$ cat src/rtl/q2_pkg.sv
// q2_pkg: shared state encoding, opcodes and address-select codes for the Q2 sequencer.
package q2_pkg;
    typedef enum logic [2:0] {
        ST_HALT    = 3'd0,
        ST_FETCH   = 3'd1,
        ST_DEREF   = 3'd2,
        ST_LOAD    = 3'd3,
        ST_EXEC    = 3'd4,
        ST_ALU     = 3'd5,
        ST_DEPOSIT = 3'd6
    } state_t;
    localparam logic [2:0] OP_LDA  = 3'd0;
    localparam logic [2:0] OP_NOR  = 3'd1;
    localparam logic [2:0] OP_ADD  = 3'd2;
    localparam logic [2:0] OP_SHR  = 3'd3;
    localparam logic [2:0] OP_LEA  = 3'd4;
    localparam logic [2:0] OP_STA  = 3'd5;
    localparam logic [2:0] OP_JMP  = 3'd6;
    localparam logic [2:0] OP_JMPF = 3'd7;
    localparam logic [1:0] ADDR_P     = 2'd0;
    localparam logic [1:0] ADDR_X     = 2'd1;
    localparam logic [1:0] ADDR_PANEL = 2'd2;
endpackage

$ cat src/rtl/q2_bit_counter.sv
// q2_bit_counter: bit-serial cycle counter, wraps to zero after the terminal count WORD_WIDTH-1.
module q2_bit_counter #(
    parameter int WORD_WIDTH = 8,
    parameter int CNT_WIDTH  = $clog2(WORD_WIDTH)
) (
    input  logic                 clk,
    input  logic                 rst,
    input  logic                 i_clr,
    input  logic                 i_en,
    output logic [CNT_WIDTH-1:0] o_cnt,
    output logic                 o_tc
);
    logic [CNT_WIDTH-1:0] r_cnt;
    assign o_cnt = r_cnt;
    assign o_tc  = r_cnt == CNT_WIDTH'(WORD_WIDTH - 1);
    always_ff @(posedge clk or posedge rst) begin
        if (rst)
            r_cnt <= '0;
        else if (i_clr || (i_en && o_tc))
            r_cnt <= '0;
        else if (i_en)
            r_cnt <= r_cnt + CNT_WIDTH'(1);
    end
endmodule

$ cat src/rtl/q2_sequencer.sv
// q2_sequencer: Q2 CPU control sequencer; fetch/deref/load/exec/bit-serial ALU over a req/ack memory bus
// with front-panel run/step/deposit control.
module q2_sequencer
    import q2_pkg::*;
#(
    parameter int WORD_WIDTH = 8,
    parameter int CNT_WIDTH  = $clog2(WORD_WIDTH)
) (
    input  logic       clk,
    input  logic       rst,
    input  logic       run,
    input  logic       step,
    input  logic       dep_sw,
    input  logic [2:0] opcode,
    input  logic       deref,
    input  logic       flag,
    input  logic       mem_ack,
    output logic       mem_req,
    output logic       mem_we,
    output logic [1:0] addr_sel,
    output logic       ir_load,
    output logic       p_inc,
    output logic       p_load,
    output logic       x_load,
    output logic       a_write,
    output logic       f_write,
    output logic       alu_shift,
    output logic       alu_first,
    output logic       halted,
    output logic [2:0] state_o
);
    state_t               r_state;
    logic                 r_step_pending;
    logic                 r_mem_req;
    logic                 r_mem_we;
    logic [1:0]           r_addr_sel;
    logic                 r_dep_inc;
    logic                 r_p_load;
    logic                 r_a_write;
    logic                 r_f_write;
    logic                 r_alu_shift;
    logic                 r_alu_first;
    state_t               w_next;
    state_t               w_done;
    logic                 w_acc;
    logic                 w_sta;
    logic                 w_to_exec;
    logic                 w_to_alu;
    logic                 w_alu_last;
    logic                 w_in_alu;
    logic [CNT_WIDTH-1:0] w_cnt;
    logic                 w_tc;

    q2_bit_counter #(.WORD_WIDTH(WORD_WIDTH), .CNT_WIDTH(CNT_WIDTH)) u_cnt (
        .clk   (clk),
        .rst   (rst),
        .i_clr (!w_in_alu),
        .i_en  (w_in_alu),
        .o_cnt (w_cnt),
        .o_tc  (w_tc)
    );

    // An ack only counts while a request is actually outstanding.
    assign w_acc    = r_mem_req && mem_ack;
    assign w_sta    = opcode == OP_STA;
    assign w_in_alu = r_state == ST_ALU;

    always_comb begin
        w_done = (run && !r_step_pending) ? ST_FETCH : ST_HALT;
        w_next = ST_HALT;
        case (r_state)
            ST_HALT:    w_next = dep_sw ? ST_DEPOSIT : (step || run) ? ST_FETCH : ST_HALT;
            ST_DEPOSIT: w_next = w_acc ? ST_HALT : ST_DEPOSIT;
            ST_FETCH:   w_next = !w_acc ? ST_FETCH : deref ? ST_DEREF : opcode[2] ? ST_EXEC : ST_LOAD;
            ST_DEREF:   w_next = !w_acc ? ST_DEREF : opcode[2] ? ST_EXEC : ST_LOAD;
            ST_LOAD:    w_next = !w_acc ? ST_LOAD : (opcode == OP_LDA) ? ST_EXEC : ST_ALU;
            ST_EXEC:    w_next = (w_sta && !w_acc) ? ST_EXEC : w_done;
            ST_ALU:     w_next = w_tc ? w_done : ST_ALU;
            default:    w_next = ST_HALT;
        endcase
        w_to_exec  = w_next == ST_EXEC;
        w_to_alu   = w_next == ST_ALU;
        w_alu_last = w_in_alu && w_cnt == CNT_WIDTH'(WORD_WIDTH - 2);
    end

    always_ff @(posedge clk or posedge rst) begin
        if (rst) begin
            r_state        <= ST_HALT;
            r_step_pending <= 1'b0;
            r_mem_req      <= 1'b0;
            r_mem_we       <= 1'b0;
            r_addr_sel     <= ADDR_P;
            r_dep_inc      <= 1'b0;
            r_p_load       <= 1'b0;
            r_a_write      <= 1'b0;
            r_f_write      <= 1'b0;
            r_alu_shift    <= 1'b0;
            r_alu_first    <= 1'b0;
        end else begin
            r_state        <= w_next;
            r_step_pending <= (r_state == ST_HALT) ? (step && !dep_sw) : (r_step_pending && w_next != ST_HALT);
            r_mem_req      <= w_next == ST_FETCH || w_next == ST_DEREF || w_next == ST_LOAD ||
                              w_next == ST_DEPOSIT || (w_to_exec && w_sta);
            r_mem_we       <= w_next == ST_DEPOSIT || (w_to_exec && w_sta);
            r_addr_sel     <= (w_next == ST_DEPOSIT) ? ADDR_PANEL :
                              (w_next == ST_DEREF || w_next == ST_LOAD || w_to_exec) ? ADDR_X : ADDR_P;
            r_dep_inc      <= r_state == ST_DEPOSIT && w_acc;
            r_p_load       <= w_to_exec && (opcode == OP_JMP || (opcode == OP_JMPF && flag));
            r_a_write      <= (w_to_exec && (opcode == OP_LDA || opcode == OP_LEA)) || w_alu_last;
            r_f_write      <= w_alu_last && opcode != OP_NOR;
            r_alu_shift    <= w_to_alu;
            r_alu_first    <= w_to_alu && !w_in_alu;
        end
    end

    // Data-capture strobes coincide with the ack so the datapath latches memory data on that edge.
    assign ir_load   = r_state == ST_FETCH && w_acc;
    assign x_load    = (r_state == ST_DEREF || r_state == ST_LOAD) && w_acc;
    assign p_inc     = r_dep_inc || ir_load;
    assign mem_req   = r_mem_req;
    assign mem_we    = r_mem_we;
    assign addr_sel  = r_addr_sel;
    assign p_load    = r_p_load;
    assign a_write   = r_a_write;
    assign f_write   = r_f_write;
    assign alu_shift = r_alu_shift;
    assign alu_first = r_alu_first;
    assign halted    = r_state == ST_HALT;
    assign state_o   = r_state;
endmodule
$ cat config.mk
export PLATFORM = sky130hd
export DESIGN_NAME = q2_sequencer
export DESIGN_NICKNAME = d
export VERILOG_FILES = /design/src/rtl/q2_pkg.sv /design/src/rtl/q2_bit_counter.sv /design/src/rtl/q2_sequencer.sv
export SDC_FILE = /design/constraint.sdc
export NUM_CORES = 1
export LEC_CHECK = 0
export ABC_AREA = 1
export CORE_ASPECT_RATIO = 1.2
export CORE_MARGIN = 5
export CORE_UTILIZATION = 40
export DETAILED_ROUTE_END_ITERATION = 16
export HOLD_SLACK_MARGIN = 0.08
export MAX_ROUTING_LAYER = met4
export PLACE_DENSITY = 0.7
export SETUP_SLACK_MARGIN = 0.3
export SLEW_MARGIN = 10
export SYNTH_ARGS = -nofsm -noshare
export SYNTH_HDL_FRONTEND = slang
export SYNTH_SLANG_ARGS = --single-unit
$ cat constraint.sdc
create_clock -name clk -period 1.4 [get_ports clk]
set_input_delay 0.28 -clock clk [delete_from_list [all_inputs] [get_ports clk]]
set_output_delay 0.28 -clock clk [all_outputs]
set_load 0.02 [all_outputs]
# --- Yosys cells after proc, flatten, opt, wreduce, memory -nomap -nowiden ---
# Cells that the tools add are included.
# W data, S select, Z words.
totals:
  reg_bits: 17
  input_bits: 11
  out_inout_bits: 16
  word_cells: 88
classes:
  addsub: 1
  n_eq_ne: 19
  mux: 18
  reduce_logical: 38
op_table:
  columns: ["cell", "count"]
  rows:
  - ["$eq A3 B3 Y1 const B", 12]
  - ["$mux W3", 11]
  - ["$pmux W3 S7", 1]
  - ["$logic_and A1 B1 Y1", 16]
  - ["$logic_or A1 B1 Y1", 14]
  - ["$eq A3 B2 Y1 const B", 4]
  - ["$eq A3 B1 Y1 const B", 2]
  - ["$logic_not A3 Y1", 2]
  - ["$mux W1", 5]
  - ["$logic_not A1 Y1", 4]
  - ["$add A3 B1 Y3 const B", 1]
  - ["$ne A3 B1 Y1 const B", 1]
  - ["$reduce_bool A3 Y1", 1]
  - ["$mux W2", 1]
  - ["$reduce_bool A2 Y1", 1]

# --- Depth between registers and ports, before layout ---
# Gate-level depths: netlist of the first run.
depth:
  depth_word: 10
  ltp_mapped: 13
  depth_no_buf: 12

# --- By module ---
# A second synthesis of the first run with hierarchy kept.
hier_totals:
  cells_unflattened: 154
  area_unflattened_um2: 1077.3
modules_own_cells:
  columns: ["mod", "instances", "cells_each", "area_each_um2", "seq_area_each_um2"]
  rows:
  - ["q2_sequencer", 1, 136, 919.6, 350.3]
  - ["q2_bit_counter", 1, 18, 157.7, 75.1]

# --- Worst setup path before layout of the first run ---
# OpenSTA, ideal clock, no wires.
synth_timing:
  path_type: "flip-flop to flip-flop"
  start: "register r_state[1] (netlist: state_o[1])"
  end: "register r_mem_req (netlist: mem_req)"
  setup_time_ns: 0.120
  t_arrival_ns: 1.853
  t_required_ns: 1.280
  setup_slack_ns: -0.573
  path_stages_with_launch: 12
  n_path_buf: 1
  period_less_slack_ns: 1.973
  path_cell_list: "dfrtp_1 > buf_6 > nor3_1 > nand2_1 > nand3_1 > nor2_1 > nand2_1 > nand2_2 > nand2_1 > nand2_1 > inv_1 > nand2_1"
synth_via:
  elab_chain_len: 7
  word_cells_on_any_way: 18
  classes_between: "eq/ne: 11; mux: 1; reduce/logical: 6"
synth_rtl:
  columns: ["element", "line", "text"]
  rows:
  - ["start: declaration", "q2_sequencer.sv:32", "state_t r_state;"]
  - ["start signal: assignment", "q2_sequencer.sv:100", "r_state <= w_next;"]
  - ["$logic_not A3 Y1 (*)", null, null]
  - ["via halted", "q2_sequencer.sv:29", "output logic halted,"]
  - ["$pmux W3 S7 (*)", "q2_sequencer.sv:71", "case (r_state)"]
  - ["$eq A3 B1 Y1 or $eq A3 B2 Y1 (tied branches)", "q2_sequencer.sv:102", "r_mem_req <= w_next == ST_FETCH || w_next == ST_DEREF || w_next == ST_LOAD ||"]
  - ["$logic_or A1 B1 Y1 (3 in a row)", "q2_sequencer.sv:102", null]
  - ["$logic_or A1 B1 Y1 (*)", "q2_sequencer.sv:103", "w_next == ST_DEPOSIT || (w_to_exec && w_sta);"]
  - ["end signal: assignment", "q2_sequencer.sv:102", null]
  - ["end: declaration", "q2_sequencer.sv:34", "logic r_mem_req;"]
# Mark *: on every way through the listed nets, which the timed path passes. The rest lies on a longest branch.
# A chain may end at the register's enable or synchronous reset.

# --- Worst setup path after layout of the first run ---
layout_timing:
  start: "input mem_ack"
  end: "register r_step_pending"
layout_via:
  elab_chain_len: 8
  word_cells_on_any_way: 12
  classes_between: "mux: 7; reduce/logical: 5"
layout_rtl:
  columns: ["element", "line", "text"]
  rows:
  - ["start: declaration", "q2_sequencer.sv:17", "input logic mem_ack,"]
  - ["$logic_and A1 B1 Y1 (*)", "q2_sequencer.sv:64", "assign w_acc = r_mem_req && mem_ack;"]
  - ["$logic_not A1 Y1", "q2_sequencer.sv:77", "ST_EXEC: w_next = (w_sta && !w_acc) ? ST_EXEC : w_done;"]
  - ["$logic_and A1 B1 Y1", "q2_sequencer.sv:77", null]
  - ["$mux W3", "q2_sequencer.sv:77", null]
  - ["$pmux W3 S7 (*)", "q2_sequencer.sv:71", null]
  - ["$reduce_bool A3 Y1 (*)", "q2_sequencer.sv:101", "r_step_pending <= (r_state == ST_HALT) ? (step && !dep_sw) : (r_step_pending && w_next != ST_HALT);"]
  - ["$logic_and A1 B1 Y1 (*)", "q2_sequencer.sv:101", null]
  - ["$mux W1 (*)", "q2_sequencer.sv:101", null]
  - ["end signal: assignment", "q2_sequencer.sv:101", null]
  - ["end: declaration", "q2_sequencer.sv:33", "logic r_step_pending;"]
# Mark *: on every way between the ends. The rest lies on a longest branch, timed or not.

==> impl_metrics.yaml, run 1 <==
outcome:
  status: "complete, but fails checks"
  violations: "negative setup slack"
layout:
  drive_gt1_share_pct: 53.4
  antenna_cells: 0
  post-route-cell-area_sq_um: 1870
  layout_commonest_cell: "buf_4"
  area_growth_pct: 88.4
  final_cell_mix: "buf_4, inv_1, buf_6"
  nNetsFinal: 222
routing:
  route.detailed.drc: 0
  wl_microns: 3790
  via_count: 1236
  drtIter0Drc: 94
  wl_per_cell_microns: 16.0
  firstDrtPassIters: 4
  ant_nets: 0
  vias_per_cell: 5.22
sta:
  relSlewSlack_pct: 82.9
  rsz0062_at_grt: "yes"
  setup_tns_ns: -3.69
  fmax_mhz: 575
  setup_viol: 15
  fin_crit_sh_pct: 124
  worst_pin_slew_ns: 0.255
  slew_violations: 0
  fin_ws_ns: -0.340
  fin_skew_ns: 0.00914
  fin_crit_ns: 1.74
  hold_viol: 0
clock_tree:
  cts_buffers: 3
  cts_tree: "done"
  worstSkewPairLatency_ns: 0.30
  path_clk_slew_ns: 0.11
  root_buffer: "clkbuf_4"
  cts_sinks: 17
  h-tree-depth: 1
  clock_path_buffers: 2
  cts_hold_buffers: 0
flow_run:
  maxCapViolCount: 0
worst_setup_path:
  critPathKind: "input pin to flop"
  required_ns: 1.59
  max_stage_delay_ns: 0.47
  reg2reg_slack_ns: -0.31
  crit_slowest_cell: "clkdlybuf4s50_1"
  crit_top_cell: "nand2_1"
  crit_chain: "clkdlybuf4s50_1 -> nand2_2 -> buf_6 -> inv_6 -> nand2_1 -> nand2_1 -> nand3_2 -> nor2_2 -> nand2_2 -> nand2_4 -> nand3_2 -> nand2_1 -> nand2_1"
  critPathArrivalTime_ns: 1.93
  crit-reg2reg-capture: "alu_first$_DFF_PP0_"
  cp-end-kind: "flop"
  cp_max_fo: 8
  r2r_start: "state_o[0]$_DFF_PP0_"
  worstSetupStartpointType: "input pin"
  reg2reg_depth: 10
global_route:
  track_usage_pct: 20.5
  grt_pass1_vias: 1254
  use_met1_pct: 20.7
  use_met2_pct: 37.3
  grt_pass1_wl_microns: 5580
  grt_use_met3_pct: 3.77
  top_usage_layer: "met2"
  overflow: 0
  antenna_found_initial: 0
  grt_max_degree: 18
synth:
  syn-instance-count: 137
  ys_types: 20
  yosysWarnings: 0
  syn_avg_cell_area_sq_um: 7.25
  mappedNetlistArea_sq_um: 993
  synth_top_cells_by_area: "dfrtp_1, nand2_1, nor2_1"
  syn-num-nets: 152
  ys_ff_latch: 17
  synth_top_cell_by_area: "dfrtp_1"
  synth_top_area_share_pct: 42.8
  seq_area_frac_synth_pct: 42.8
placement:
  place_congestion: 0.917
  dp_hpwl_microns: 2320
  dpl_cell_area_sq_um: 1550
  port_buffers: 26
power:
  p_per_area_nw_per_um2: 2010
  ir_drop_v: 0.00195
  p_leak_nw: 0.962
min_path:
  hp-class: "input pin to async pin"
floorplan:
  num_io_pins: 27
  fp.dieW_microns: 55.5
  initial_core_util_pct: 42.6
  die-area_sq_um: 3580
  num_rows: 19
  die_y_microns: 64.6
  core_region_area_sq_um: 2330
==> critical path, delay by kind of cell <==
family | cells | cell delay [ns]
and+or+nand+nor | 10 | 0.94
buffers and inverters | 3 | 0.70
==> per-layer routing <==
metal  wire [microns]  vias to the layer above  part of all wire (%)
met5                0                        -                     0
met4              187                        0                   4.9
met3              231                       23                   6.1
met2             1980                       61                    52
met1             1390                      583                    37
li1                 -                      569                     -
==> cell families after synthesis <==
logic type | Yosys count | synth area share [%]
AO/OA/AOI/OAI | 6 | 3.40
adder cells (fa/ha/maj) | 4 | 5.04
buffers and inverters | 25 | 10.2
flip-flops | 17 | 42.8
AND/OR/NAND/NOR | 85 | 38.5
==> worst max path at each step <==
stage                         startpoint                        to  slack [ns]  cells past startpoint
floorplan           state_o[1]$_DFF_PP0_         mem_req$_DFF_PP0_       -0.13                     11
global placement                 mem_ack         mem_req$_DFF_PP0_       -0.58                     13
detailed placement               mem_ack         mem_req$_DFF_PP0_       -0.61                     13
CTS                 state_o[0]$_DFF_PP0_         a_write$_DFF_PP0_       -0.21                     10
global route        state_o[0]$_DFF_PP0_  r_step_pending$_DFF_PP0_       -0.43                     12
finish                           mem_ack  r_step_pending$_DFF_PP0_       -0.34                     13
==> metrics by stage <==
stage / hold slack (ns) / setup WS, ns / instances / power [mW] / util, %
6_report: 0.283 / -0.340 / 237 / 3.77 / 80.3
5_1_grt: 0.291 / -0.429 / 237 / 4.01 / 80.3
4_1_cts: 0.293 / -0.210 / 230 / 3.34 / 73.1
3_5_place_dp: 0.538 / -0.609 / 220 / 2.78 / 66.6
3_3_place_gp: 0.509 / -0.583 / 220 / 2.74 / 66.6
2_1_floorplan: 0.206 / -0.126 / 137 / 1.83 / -
==> timing repair <==
| action | 4_1_cts | 5_1_grt |
|---|---|---|
| setup buffers | 6 | 7 |
| setup endpoints to repair | 33 | 33 |
| resized for setup | 103 | 40 |
| pin swaps | 9 | 14 |
==> power breakdown <==
part,leakage (nW),internal [mW],switching [mW]
logic,0.723,1.28,1.47
clock network,0.0150,0.111,0.163
registers,0.224,0.639,0.112
==> cells in the mapped netlist, drive strengths merged <==
cell / number
or2: 1
nand4: 4
ha: 4
nand2: 28
o21ai: 2
nor3: 5
a31oi: 1
inv: 24
dfrtp: 17
a21oi: 2
o211ai: 1
nor2: 29
buf: 1
nand3b: 1
nand3: 17
==> cell type report <==
type / instances / area (sq um)
multi-input combinational: 95 / 649
timing repair buffer: 66 / 627
fill: 163 / 458
sequential: 17 / 429
inverter: 24 / 101
tap: 31 / 38.8
clock buffer: 4 / 26.3
Power figures use the tool's default switching activity.
==> inputs of run 2 (changes only) <==
==> constraint.sdc (replaced) <==
create_clock -name clk -period 1.4 [get_ports clk]
set_input_delay 0.28 -clock clk [delete_from_list [all_inputs] [get_ports clk]]
set_output_delay 0.28 -clock clk [all_outputs]
set_load 0.005 [all_outputs]
==> run 2 against run 1 <==
Net effect:
- register-to-register slack worse by 0.08 ns
- routed wire length is 14% higher
- critical path depth is 3 lower
- largest cell class unchanged
- hold slack worse by 0.011 ns
- first-iteration DRC count is 59% lower
- the flow still finishes with violations (negative setup slack)
- core utilization is 3.9 points higher
- critical path type is now flop to flop
- cell count is 5.5% higher
- fmax is 2.5% lower
==> impl_metrics.yaml, run 2 (same netlist as run 1, synthesis figures left out) <==
outcome:
  status: "complete, but fails checks"
  violations: "negative setup slack"
floorplan:
  die-area_sq_um: 3580
  core_region_area_sq_um: 2330
  die_y_microns: 64.6
  num_io_pins: 27
  num_rows: 19
  initial_core_util_pct: 42.6
  fp.dieW_microns: 55.5
global_route:
  grt_pass1_vias: 1391
  track_usage_pct: 23.9
  overflow: 0
  grt_pass1_wl_microns: 6460
  antenna_found_initial: 0
  grt_max_degree: 18
sta:
  setup_tns_ns: -4.57
  fmax_mhz: 560
  fin_skew_ns: 0.00383
  rsz0062_at_grt: "yes"
  fin_ws_ns: -0.385
  fin_crit_sh_pct: 128
  fin_hold_ws_ns: 0.272
  fin_crit_ns: 1.79
  worst_pin_slew_ns: 0.252
  setup_viol: 21
  relSlewSlack_pct: 83.2
  hold_viol: 0
  slew_violations: 0
worst_setup_path:
  crit_slowest_cell: "dfrtp_2"
  critPathArrivalTime_ns: 2.00
  crit_top_cell: "buf_6"
  max_stage_delay_ns: 0.47
  crit_chain: "buf_6 -> inv_4 -> nand3_2 -> buf_6 -> nor3_4 -> nand3b_1 -> nand2_2 -> buf_4 -> nand4_1 -> nand2_1"
  critPathBufInv: 4
  worstSetupStartpointType: "flop"
  critPathKind: "flop to flop"
  cp_max_fo: 5
  cp-end-kind: "flop"
  required_ns: 1.62
  cp_top_family: "simple AND/OR/NAND/NOR gates"
routing:
  ant_nets: 0
  firstDrtPassIters: 4
  drtIter0Drc: 39
  route.detailed.drc: 0
  wl_microns: 4320
  vias_per_cell: 5.25
  wl_per_cell_microns: 17.3
  via_count: 1312
placement:
  place_congestion: 0.946
  dp_hpwl_microns: 2180
  dp_worst_setup_slack_ns: -0.569
  port_buffers: 26
power:
  p_comb_share_pct: 74.4
  power.internal_mw: 2.23
  power_frac_clock_pct: 7.4
  switching_share_pct: 44.8
  p_seq_share_pct: 18.2
  ir_drop_v: 0.00187
  power_switching_mw: 1.81
  p_leak_nw: 1.03
  p_per_area_nw_per_um2: 2060
  power_mw: 4.04
layout:
  nNetsFinal: 235
  final_cell_mix: "buf_4, buf_6, inv_1, nand2_1, dfrtp_1"
  antenna_cells: 0
  fillerInstances: 138
  drive_gt1_share_pct: 58.4
  layout_commonest_cell: "buf_4"
  area_growth_pct: 97.6
clock_tree:
  worstSkewPairLatency_ns: 0.32
  root_buffer: "clkbuf_4"
  h-tree-depth: 1
  path_clk_slew_ns: 0.11
  cts_tree: "done"
  cts_sinks: 17
  cts_buffers: 3
  cts_hold_buffers: 0
  clock_path_buffers: 2
flow_run:
  maxCapViolCount: 0
min_path:
  hp-class: "input pin to async pin"
[run 2: cell count changes in the layout (fill, tap and decap cells not counted), moves of 2 or more]
cell / previous run / this run
nand2_2: 9 / 7
buf_2: 0 / 12
inv_2: 2 / 5
inv_1: 19 / 17
buf_12: 2 / 0
nand2_4: 1 / 4
buf_4: 34 / 36
buf_6: 19 / 21
[run 2: worst register-to-register path, cell delays in order, from the launching register on]
cell and delay, ns:
dfrtp_2 0.47, buf_6 0.14, inv_4 0.05, nand3_2 0.08, buf_6 0.14, nor3_4 0.17
nand3b_1 0.17, nand2_2 0.13, buf_4 0.16, nand4_1 0.10, nand2_1 0.07
[run 2: path summary, 6_finish.rpt]
kind,startpoint,endpoint,slack (ns),depth (start not counted)
min in group clk,step,r_step_pending$_DFF_PP0_,0.55,3
hold reg to reg,u_cnt.o_cnt[0]$_DFFE_PP0P_,u_cnt.o_cnt[0]$_DFFE_PP0P_,0.55,2
hold / removal,rst,alu_first$_DFF_PP0_,0.27,3
max in group asynchronous,rst,state_o[0]$_DFF_PP0_,0.92,3
setup reg to reg,state_o[1]$_DFF_PP0_,mem_req$_DFF_PP0_,-0.39,10
setup / recovery,state_o[1]$_DFF_PP0_,mem_req$_DFF_PP0_,-0.39,10
[run 2: through the flow]
stage,area [sq um],cells,utilization (%)
CTS,1810,246,77.7
finish,1960,250,84.3
global placement,1540,222,66.0
floorplan,1030,137,-
global route,1960,250,84.3
detailed placement,1540,222,66.0
[run 2: power by group through the flow]
stage	Clock, mW	Combinational, mW	Sequential (mW)
after floorplan	0	0.897	0.748
after global placement	0	1.72	0.760
after detailed placement	0	1.77	0.761
after CTS	0.276	2.45	0.724
after global routing	0.323	3.20	0.754
final	0.297	3.01	0.736
[run 2: cell type report]
| type | count | area, sq um | share of cell area [%] |
|---|---|---|---|
| clock buffer | 4 | 26.3 | 1.34 |
| sequential | 17 | 429 | 21.9 |
| multi-input combinational | 95 | 707 | 36.0 |
| timing repair buffer | 79 | 667 | 34.0 |
| tap | 31 | 38.8 | 1.98 |
| inverter | 24 | 95.1 | 4.84 |
[run 2: repair_timing]
| action | 4_1_cts | 5_1_grt |
|---|---|---|
| setup buffers | 20 | 4 |
| setup endpoints to repair | 33 | 30 |
| pin swaps | 23 | 23 |
| gates resized for setup | 109 | 32 |
[run 2: metal layers]
metal  track usage (%)  wire length [microns]  share of wire (%)  up-vias
met3              3.77                    243                5.6       26
li1                  -                      -                  -      598
met5                 -                      0                  0        -
met4              13.4                    263                6.1        0
met2              43.6                   2260                 52       65
met1              24.1                   1560                 36      623
==> inputs of run 3 (changes only) <==
--- a/config.mk
+++ b/config.mk
@@ -10,7 +10,6 @@
 export CORE_MARGIN = 5
 export CORE_UTILIZATION = 40
 export DETAILED_ROUTE_END_ITERATION = 16
-export HOLD_SLACK_MARGIN = 0.08
 export MAX_ROUTING_LAYER = met4
 export PLACE_DENSITY = 0.7
 export SETUP_SLACK_MARGIN = 0.3
==> results of run 3 <==
No change in the layout: final DEF, timing and power equal those of run 2.
